<file path="src/rtl/kyber_buf_pkg.sv">
// Shared types and helpers for the polynomial buffer port arbiter.
//   buf_state_e : arbiter FSM state
//   DEF_AW/DW   : default buffer address / coefficient widths
//   tag_width   : bits needed to name one of n channels
//   cnt_width   : bits for the in-flight read counter given the read latency
package kyber_buf_pkg;

    typedef enum logic [1:0] {
        IDLE  = 2'd0,
        GRANT = 2'd1,
        DRAIN = 2'd2
    } buf_state_e;

    localparam int unsigned DEF_AW = 8;
    localparam int unsigned DEF_DW = 12;

    function automatic int unsigned tag_width(input int unsigned n);
        return (n > 1) ? $clog2(n) : 1;
    endfunction

    // In-flight reads peak at RD_LAT+1 (issue register plus RD_LAT memory stages).
    function automatic int unsigned cnt_width(input int unsigned rd_lat);
        return $clog2(rd_lat + 2);
    endfunction

endpackage

</file>
<file path="src/rtl/poly_rd_tag_pipe.sv">
// Read tag pipeline: follows each forwarded read through the buffer so its data can be
// routed back to the issuing channel regardless of later owner changes.
//   clk, rst_n : clock, async active-low reset (clears all tags)
//   in_valid   : a read is being forwarded on this edge
//   in_tag     : issuing channel of that read
//   out_valid  : mem_rdata for the oldest read is present this cycle
//   out_tag    : its issuing channel
module poly_rd_tag_pipe #(
    parameter int unsigned RD_LAT = 1,
    parameter int unsigned TW     = 2
) (
    input  logic          clk,
    input  logic          rst_n,
    input  logic          in_valid,
    input  logic [TW-1:0] in_tag,
    output logic          out_valid,
    output logic [TW-1:0] out_tag
);

    // Stage 0 lines up with mem_ren, stage RD_LAT with mem_rdata.
    localparam int unsigned DEPTH = RD_LAT + 1;

    logic [DEPTH-1:0] valid_q;
    logic [TW-1:0]    tag_q [DEPTH];

    always_ff @(posedge clk or negedge rst_n) begin
        if (!rst_n) begin
            valid_q <= '0;
            for (int i = 0; i < DEPTH; i++) begin
                tag_q[i] <= '0;
            end
        end else begin
            valid_q[0] <= in_valid;
            tag_q[0]   <= in_tag;
            for (int i = 1; i < DEPTH; i++) begin
                valid_q[i] <= valid_q[i-1];
                tag_q[i]   <= tag_q[i-1];
            end
        end
    end

    assign out_valid = valid_q[DEPTH-1];
    assign out_tag   = tag_q[DEPTH-1];

endmodule

</file>
<file path="src/rtl/poly_buf_port_arb.sv">
// Registered port arbiter for one dual-port polynomial buffer shared by NUM_CH channels.
//   sel_valid/sel        : owner request from the controller (sel_valid low releases)
//   ch_wen/waddr/wdata   : packed per-channel write ports, channel i at [i*W +: W]
//   ch_ren/raddr         : packed per-channel read ports
//   err_clr              : clears err_vec
//   mem_*                : registered buffer ports; mem_rdata arrives RD_LAT after mem_ren
//   ch_rdata/ch_rvalid   : returned read data and one-hot owner-at-issue of that data
//   gnt/gnt_valid        : current owner, valid in GRANT only
//   busy                 : not idle, or reads still in flight
//   err_vec              : sticky per-channel flag for dropped (non-owner) accesses
module poly_buf_port_arb
    import kyber_buf_pkg::*;
#(
    parameter int unsigned NUM_CH = 4,
    parameter int unsigned AW     = DEF_AW,
    parameter int unsigned DW     = DEF_DW,
    parameter int unsigned RD_LAT = 1,
    localparam int unsigned CW    = tag_width(NUM_CH)
) (
    input  logic                 clk,
    input  logic                 rst_n,
    input  logic                 sel_valid,
    input  logic [CW-1:0]        sel,
    input  logic [NUM_CH-1:0]    ch_wen,
    input  logic [NUM_CH*AW-1:0] ch_waddr,
    input  logic [NUM_CH*DW-1:0] ch_wdata,
    input  logic [NUM_CH-1:0]    ch_ren,
    input  logic [NUM_CH*AW-1:0] ch_raddr,
    input  logic                 err_clr,
    output logic                 mem_wen,
    output logic [AW-1:0]        mem_waddr,
    output logic [DW-1:0]        mem_wdata,
    output logic                 mem_ren,
    output logic [AW-1:0]        mem_raddr,
    input  logic [DW-1:0]        mem_rdata,
    output logic [DW-1:0]        ch_rdata,
    output logic [NUM_CH-1:0]    ch_rvalid,
    output logic [CW-1:0]        gnt,
    output logic                 gnt_valid,
    output logic                 busy,
    output logic [NUM_CH-1:0]    err_vec
);

    localparam int unsigned IW       = cnt_width(RD_LAT);
    localparam logic [CW:0] CH_LIMIT = (CW+1)'(NUM_CH);

    buf_state_e        state_q, state_d;
    logic [CW-1:0]     gnt_q, gnt_d;
    logic [IW-1:0]     inflight_q, inflight_d;

    logic              sel_ok;
    logic              fwd;
    logic              fwd_wen, fwd_ren;
    logic [AW-1:0]     own_waddr, own_raddr;
    logic [DW-1:0]     own_wdata;
    logic              ret_valid;
    logic [CW-1:0]     ret_tag;

    logic              mem_wen_q, mem_ren_q;
    logic [AW-1:0]     mem_waddr_q, mem_raddr_q;
    logic [DW-1:0]     mem_wdata_q, ch_rdata_q;
    logic [NUM_CH-1:0] ch_rvalid_q, ch_rvalid_d;
    logic [NUM_CH-1:0] err_q, err_d;

    // Out-of-range indices never become owners, even with sel_valid high.
    assign sel_ok = sel_valid && ({1'b0, sel} < CH_LIMIT);

    // Only the registered owner is forwarded, and only while in GRANT.
    assign fwd       = (state_q == GRANT);
    assign fwd_wen   = fwd && ch_wen[gnt_q];
    assign fwd_ren   = fwd && ch_ren[gnt_q];
    assign own_waddr = ch_waddr[gnt_q*AW +: AW];
    assign own_wdata = ch_wdata[gnt_q*DW +: DW];
    assign own_raddr = ch_raddr[gnt_q*AW +: AW];

    poly_rd_tag_pipe #(
        .RD_LAT (RD_LAT),
        .TW     (CW)
    ) u_tag_pipe (
        .clk       (clk),
        .rst_n     (rst_n),
        .in_valid  (fwd_ren),
        .in_tag    (gnt_q),
        .out_valid (ret_valid),
        .out_tag   (ret_tag)
    );

    // Owner FSM. A change of owner while reads are outstanding waits in DRAIN; the
    // destination is whatever sel_valid/sel says on the edge the drain completes.
    always_comb begin
        state_d = state_q;
        gnt_d   = gnt_q;
        unique case (state_q)
            IDLE: begin
                if (sel_ok) begin
                    state_d = GRANT;
                    gnt_d   = sel;
                end
            end
            GRANT: begin
                if (!sel_valid || (sel_ok && (sel != gnt_q))) begin
                    if (inflight_q == '0) begin
                        if (sel_ok) begin
                            gnt_d = sel;
                        end else begin
                            state_d = IDLE;
                        end
                    end else begin
                        state_d = DRAIN;
                    end
                end
            end
            DRAIN: begin
                if (inflight_q == '0) begin
                    if (sel_ok) begin
                        state_d = GRANT;
                        gnt_d   = sel;
                    end else begin
                        state_d = IDLE;
                    end
                end
            end
            default: state_d = IDLE;
        endcase
    end

    always_comb begin
        inflight_d = inflight_q;
        unique case ({fwd_ren, ret_valid})
            2'b10:   inflight_d = inflight_q + IW'(1);
            2'b01:   inflight_d = inflight_q - IW'(1);
            default: inflight_d = inflight_q;
        endcase
    end

    // A new stray access outranks a simultaneous clear.
    always_comb begin
        err_d = err_q;
        for (int unsigned i = 0; i < NUM_CH; i++) begin
            if ((ch_wen[i] || ch_ren[i]) && !(fwd && (gnt_q == CW'(i)))) begin
                err_d[i] = 1'b1;
            end else if (err_clr) begin
                err_d[i] = 1'b0;
            end
        end
    end

    assign ch_rvalid_d = ret_valid ? (NUM_CH'(1) << ret_tag) : '0;

    always_ff @(posedge clk or negedge rst_n) begin
        if (!rst_n) begin
            state_q     <= IDLE;
            gnt_q       <= '0;
            inflight_q  <= '0;
            mem_wen_q   <= 1'b0;
            mem_waddr_q <= '0;
            mem_wdata_q <= '0;
            mem_ren_q   <= 1'b0;
            mem_raddr_q <= '0;
            ch_rdata_q  <= '0;
            ch_rvalid_q <= '0;
            err_q       <= '0;
        end else begin
            state_q     <= state_d;
            gnt_q       <= gnt_d;
            inflight_q  <= inflight_d;
            mem_wen_q   <= fwd_wen;
            mem_ren_q   <= fwd_ren;
            ch_rvalid_q <= ch_rvalid_d;
            err_q       <= err_d;
            // Addresses and data hold their last value when nothing is forwarded.
            if (fwd_wen) begin
                mem_waddr_q <= own_waddr;
                mem_wdata_q <= own_wdata;
            end
            if (fwd_ren) begin
                mem_raddr_q <= own_raddr;
            end
            if (ret_valid) begin
                ch_rdata_q <= mem_rdata;
            end
        end
    end

    assign mem_wen   = mem_wen_q;
    assign mem_waddr = mem_waddr_q;
    assign mem_wdata = mem_wdata_q;
    assign mem_ren   = mem_ren_q;
    assign mem_raddr = mem_raddr_q;
    assign ch_rdata  = ch_rdata_q;
    assign ch_rvalid = ch_rvalid_q;
    assign gnt       = gnt_q;
    assign gnt_valid = (state_q == GRANT);
    assign busy      = (state_q != IDLE) || (inflight_q != '0);
    assign err_vec   = err_q;

endmodule

</file>
<file path="config.mk">
export PLATFORM = sky130hd
export DESIGN_NAME = poly_buf_port_arb
export DESIGN_NICKNAME = d
export VERILOG_FILES = /design/src/rtl/kyber_buf_pkg.sv /design/src/rtl/poly_rd_tag_pipe.sv /design/src/rtl/poly_buf_port_arb.sv
export SDC_FILE = /design/constraint.sdc
export NUM_CORES = 1
export LEC_CHECK = 0
export ABC_AREA = 1
export CAP_MARGIN = 20
export CORE_MARGIN = 1
export CORE_UTILIZATION = 43
export CTS_CLUSTER_DIAMETER = 80
export DETAILED_ROUTE_END_ITERATION = 12
export PLACE_DENSITY = 0.87
export SLEW_MARGIN = 20
export SYNTH_ARGS = -nofsm -noshare
export SYNTH_HDL_FRONTEND = slang
export SYNTH_SLANG_ARGS = --single-unit
</file>
<file path="constraint.sdc">
create_clock -name clk -period 4.45 [get_ports clk]
set_input_delay 0.89 -clock clk [delete_from_list [all_inputs] [get_ports clk]]
set_output_delay 0.89 -clock clk [all_outputs]
set_load 0.1 [all_outputs]
</file>
# [After elaboration in Yosys (flattened, before gate mapping)]
# Cells that the tools add are included.
[word_totals] regBits=62 inputBits=138 elab_cells=94
[classes] n_addsub=2 n_mul=1 magnitude_cmp=1 n_eq_ne=12 shift=4 n_mux=22 reduce_logical=35
[ops] operator="variable part select 32 x 6 -> 8 bit" n=2
[ops] operator="variable part select 48 x 7 -> 12 bit" n=1
[ops] operator="two-way mux 2 bit" n=8
[ops] operator="nonzero test 2 bit" n=7
[ops] operator="one-hot mux 2 bit (3 select lines)" n=2
[ops] operator="logical AND 1 bit" n=11
[ops] operator="equality test 2 bit, second input constant" n=4
[ops] operator="two-way mux 1 bit" n=8
[ops] operator="equality test 2 x 1 -> 1 bit, second input constant" n=3
[ops] operator="logical NOT 2 bit" n=3
[ops] operator="logical OR 1 bit" n=6
[ops] operator="logical NOT 1 bit" n=5
[ops] operator="binary-select mux 1 bit (select 2 bit)" n=2
[ops] operator="multiplier 2 x 2 -> 4 bit, second input constant" n=1
[ops] operator="two-way mux 4 bit" n=1
[ops] operator="!= test 2 bit, second input constant" n=2
[ops] operator="one-hot mux 2 bit (2 select lines)" n=1
[ops] operator="AND reduction 4 bit" n=1
[ops] operator="<< shifter 1 x 2 -> 4 bit, first input constant" n=1
[ops] operator="less-than comparator 2 x 3 -> 1 bit, second input constant" n=1
[ops] operator="!= test 3 bit, second input constant" n=1
[ops] operator="nonzero test 3 bit" n=1
[ops] operator="adder 2 x 1 -> 2 bit, second input constant" n=1
[ops] operator="!= test 2 x 1 -> 1 bit, second input constant" n=1
[ops] operator="other kinds (3)" n=3

# [Longest topological paths before layout]
[depth] depth_word=5 ltp_mapped=11 mapped_depth_nobuf=10

# [Hierarchy]
# From an unflattened synthesis, not the netlist that was laid out.
[hier_totals] hier_cells=561 hier_area_um2=3597.2
[by_module_without_submodules] module="poly_buf_port_arb" instances=1 cells_each=553 area_each_um2=3432.0
[by_module_without_submodules] module="poly_rd_tag_pipe" instances=1 cells_each=8 area_each_um2=165.2

# [Worst setup path after synthesis]
# OpenSTA, ideal clock, no wires.
[synth_timing] kind="reg2reg" start="register state_q[1]" end="register inflight_q[1]" setup_time_ns=0.124 arrival_ns=2.357 setup_slack_ns=1.969 path_stages_with_launch=9 n_path_buf=1 period_less_slack_ns=2.481 path_cell_list="dfrtp_1 > inv_1 > ha_1 > buf_2 > nand2_2 > ha_1 > a21oi_1 > o21ai_0 > xnor2_1"
[synth_between] elab_chain_len=4
[synth_lines] item="from (decl)" line="poly_buf_port_arb.sv:47" rtl="buf_state_e state_q, state_d;"
[synth_lines] item="from (signal assigned)" line="poly_buf_port_arb.sv:164" rtl="state_q <= state_d;"
[synth_lines] item="equality test 2 x 1 -> 1 bit *"
[synth_lines] item="net gnt_valid" line="poly_buf_port_arb.sv:39" rtl="output logic gnt_valid,"
[synth_lines] item="logical AND 1 bit *" line="poly_buf_port_arb.sv:71" rtl="assign fwd_ren = fwd && ch_ren[gnt_q];"
[synth_lines] item="equality test 2 x 1 -> 1 bit / equality test 2 bit (equally long branches)" line="poly_buf_port_arb.sv:129" rtl="unique case ({fwd_ren, ret_valid})"
[synth_lines] item="one-hot mux 2 bit (2 select lines) / nonzero test 2 bit (equally long branches)"
[synth_lines] item="to (signal assigned)" line="poly_buf_port_arb.sv:166" rtl="inflight_q <= inflight_d;"
[synth_lines] item="to (decl)" line="poly_buf_port_arb.sv:49" rtl="logic [IW-1:0] inflight_q, inflight_d;"
# Mark *: on every way through the listed nets, which the timed path passes. The rest lies on a longest branch.
# A chain may end at the register's enable or synchronous reset.

# [Final worst setup path]
[layout_timing] start="register state_q[0]" end="output busy"
[layout_between] elab_chain_len=2
[layout_lines] item="nonzero test 2 bit" line="poly_buf_port_arb.sv:194" rtl="assign busy = (state_q != IDLE) || (inflight_q != '0);"
[layout_lines] item="logical OR 1 bit" line="poly_buf_port_arb.sv:194"
[layout_lines] item="to (decl)" line="poly_buf_port_arb.sv:40" rtl="output logic busy,"
# Every way passes these cells.

==> metrics.cfg <==
[cts]
cts_tree=yes
clockRootBuffer=clkbuf_8
ctsResizeCount=0
clock-sinks=61
cts_buffers=9
post-cts-setup-buffer-count=0
clk_path_buf_depth=2
clock_latency_ns=0.34
clkSlewWorstSetupHoldPaths_ns=0.07
cts_hold_buf=0
cts-htree-levels=3

[floorplanning]
start_util_pct=45.3
core_area_um2=7850
io_pins=192
die-area_um2=8640
die_y_um=93.0
rows=32
die_width_um=93.0

[detailed_routing]
wl_per_cell_um=13.1
antenna_left=0
drt_iter0_drc=173
via_per_inst=4.75
first_pass_iters=4
num_vias=4003
drc_errors=0
wirelength_mm=11.1

[timing]
setup_viol=0
drv_slew=0
finalHoldViolCount=0
timing.setup.tns_ns=0
finClkSkew_ns=0.0109
rsz0062_at_grt=no
fin_crit_sh_pct=71.0
period_needed_ns=3.16
max_freq_mhz=317
setup_ws_ns=1.29
relSlewSlack_pct=31.2
tightest_slew_ns=1.03

[pwr]
power_frac_seq_pct=19.9
leakagePower_uw=0.00300
pwr-share-clk_pct=11.3
comb_power_share_pct=68.8
p_switching_uw=2830
switching_share_pct=59.8
intPower_uw=1900
power_density_nw_per_um2=830
peakVddDrop_mv=0.488

[setup_path]
crit_fanout=4
cp-startpoint=state_q[0]$_DFFE_PN0P_
critPathKind=register to output pin
worst_setup_path_start_kind=register
max_stage_delay_ns=1.13
cpMaxStageDelayCell=clkdlybuf4s50_1
crit_path_cell_trace=inv_1, ha_1, nand2_1, clkdlybuf4s50_1
end_kind=output pin
r2r_start=gnt[0]$_DFFE_PN0P_
crit_arrival_ns=2.27
required_ns=3.56

[cells_and_area]
area_growth_pct=60.2
n_antenna_cell=0
finalNetCount=879
final_common_cell=nand2_1
layout-drive-gt1-share_pct=3.91
mostFrequentLayoutCells=381 x nand2_1, 188 x clkdlybuf4s50_1, 60 x dfrtp_1

[global_routing]
grt_max_degree=67
grt_overflow=0
grt_pass1_wl_mm=18.1
grt_pass1_vias=3890
antenna_found_initial=0
grt_util_all_layers_pct=26.9

[synth]
ys_seq_elements=61
synth_edf_count=0
synthArstFlopShare_pct=100
yosys_warnings=0
yosysTopAreaCell=dfrtp_1
synth-simple-area-share_pct=46.6
syn_inst=558
ys_seq_area_share_pct=42.9
synth_cell_type_count=17
syn_area_um2=3560
synth_top_family_by_area=simple AND/OR/NAND/NOR gates
ys.flop_type=dfrtp_1
synth_fa_ha_area_share_pct=1.76
synth_compound_area_share_pct=2.11
synth_top_area_share_pct=42.9
synth_mux_area_share_pct=0
synth_xor_area_share_pct=0.492
avgSynthCellArea_um2=6.38
yosys-top-cells-area=dfrtp_1 43%, nand2_1 40%, nand3_1 4.9%
syn-num-nets=701

[placement]
dp_worst_setup_slack_ns=1.61
hpwl_mm=8.20
place_congestion=0.812
portBuffers=191

[hold_path]
hp-class=register to register
hold_start=u_tag_pipe.tag_q[3]$_DFF_PN0_

[status]
status=finished, final reports clean

[flow_run]
maxCapViolCount=0

## flip-flops by register name, indices dropped and copies added (netlist names)
signal and count:
mem_wdata 12, u_tag_pipe.tag_q 2, inflight_q 2, state_q 2, mem_waddr 8, err_vec 4, mem_raddr 8, mem_wen 1
u_tag_pipe.valid_q 2, ch_rdata 12, gnt 2, u_tag_pipe.out_tag 2, ch_rvalid 4
## critical path: cells and delay by family, from the launching register on
family                   cells  cell delay (ns)
AND/OR/NAND/NOR              1             0.09
buffers and inverters        2             1.21
adder cells (fa/ha/maj)      1             0.23
flip-flops                   1             0.40
## final cells by class
class	count	area [µm²]
Clock buffer	10	128
Clock inverter	6	87.6
Sequential cell	61	1530
Inverter	19	71.3
Multi-Input combinational cell	448	1810
Timing Repair Buffer	197	1950
Tap cell	102	128
Fill cell	639	2150
## cells in the mapped netlist (2+ instances only)
master / instances
o21ai_0: 12
nand2_1: 381
ha_1: 5
dfrtp_1: 61
nor3_1: 4
clkbuf_1: 6
nand2_2: 2
a21oi_1: 3
buf_2: 20
buf_4: 3
nor2_1: 3
inv_1: 18
xnor2_1: 2
nand3_1: 35
## final timing paths
path,endpoint,slack (ns),cells after the start
min in group asynchronous,ch_rdata[0]$_DFFE_PN0P_,0.49,1
worst max-delay path,busy,1.29,4
worst min register to register,u_tag_pipe.out_tag[1]$_DFF_PN0_,0.35,0
max in group asynchronous,gnt[0]$_DFFE_PN0P_,3.05,2
worst max register to register,inflight_q[1]$_DFFE_PN0P_,1.78,11
worst min-delay path,u_tag_pipe.out_tag[1]$_DFF_PN0_,0.35,0
## cell families (layout without fill, tap and decap cells)
| group | count (synthesis) | after routing |
|---|---|---|
| xor gates and xnor gates | 2 | 2 |
| adders and majority gates | 5 | 5 |
| buffers and inverters | 49 | 232 |
| AOI/OAI and AO/OA | 15 | 15 |
| and+or+nand+nor | 426 | 426 |
| DFF | 61 | 61 |
## metrics by stage
step	area, µm²	cells	power [µW]	utilization [%]	hold slack [ns]
after global routing	5700	843	5030	72.6	0.357
final	5700	843	4730	72.6	0.350
after global placement	5490	827	4140	69.9	0.332
after detailed placement	5490	827	4210	69.9	0.336
after CTS	5700	843	4760	72.6	0.352
after floorplan	3560	558	3400	-	0.331
## power groups by stage
stage / logic, µW / clock network, µW / registers (µW)
floorplan: 1090 / 0 / 2310
global placement: 3200 / 0 / 933
detailed placement: 3270 / 0 / 943
CTS: 3270 / 548 / 937
global route: 3500 / 573 / 965
finish: 3260 / 535 / 939
## routing by layer
layer  global-route usage [%]  part of all wire [%]
met2                     46.5                    50
met3                     6.99                   6.9
met5                        0                     0
met4                     8.72                   1.9
met1                     32.6                    41
(Power assumes the default switching activity.)
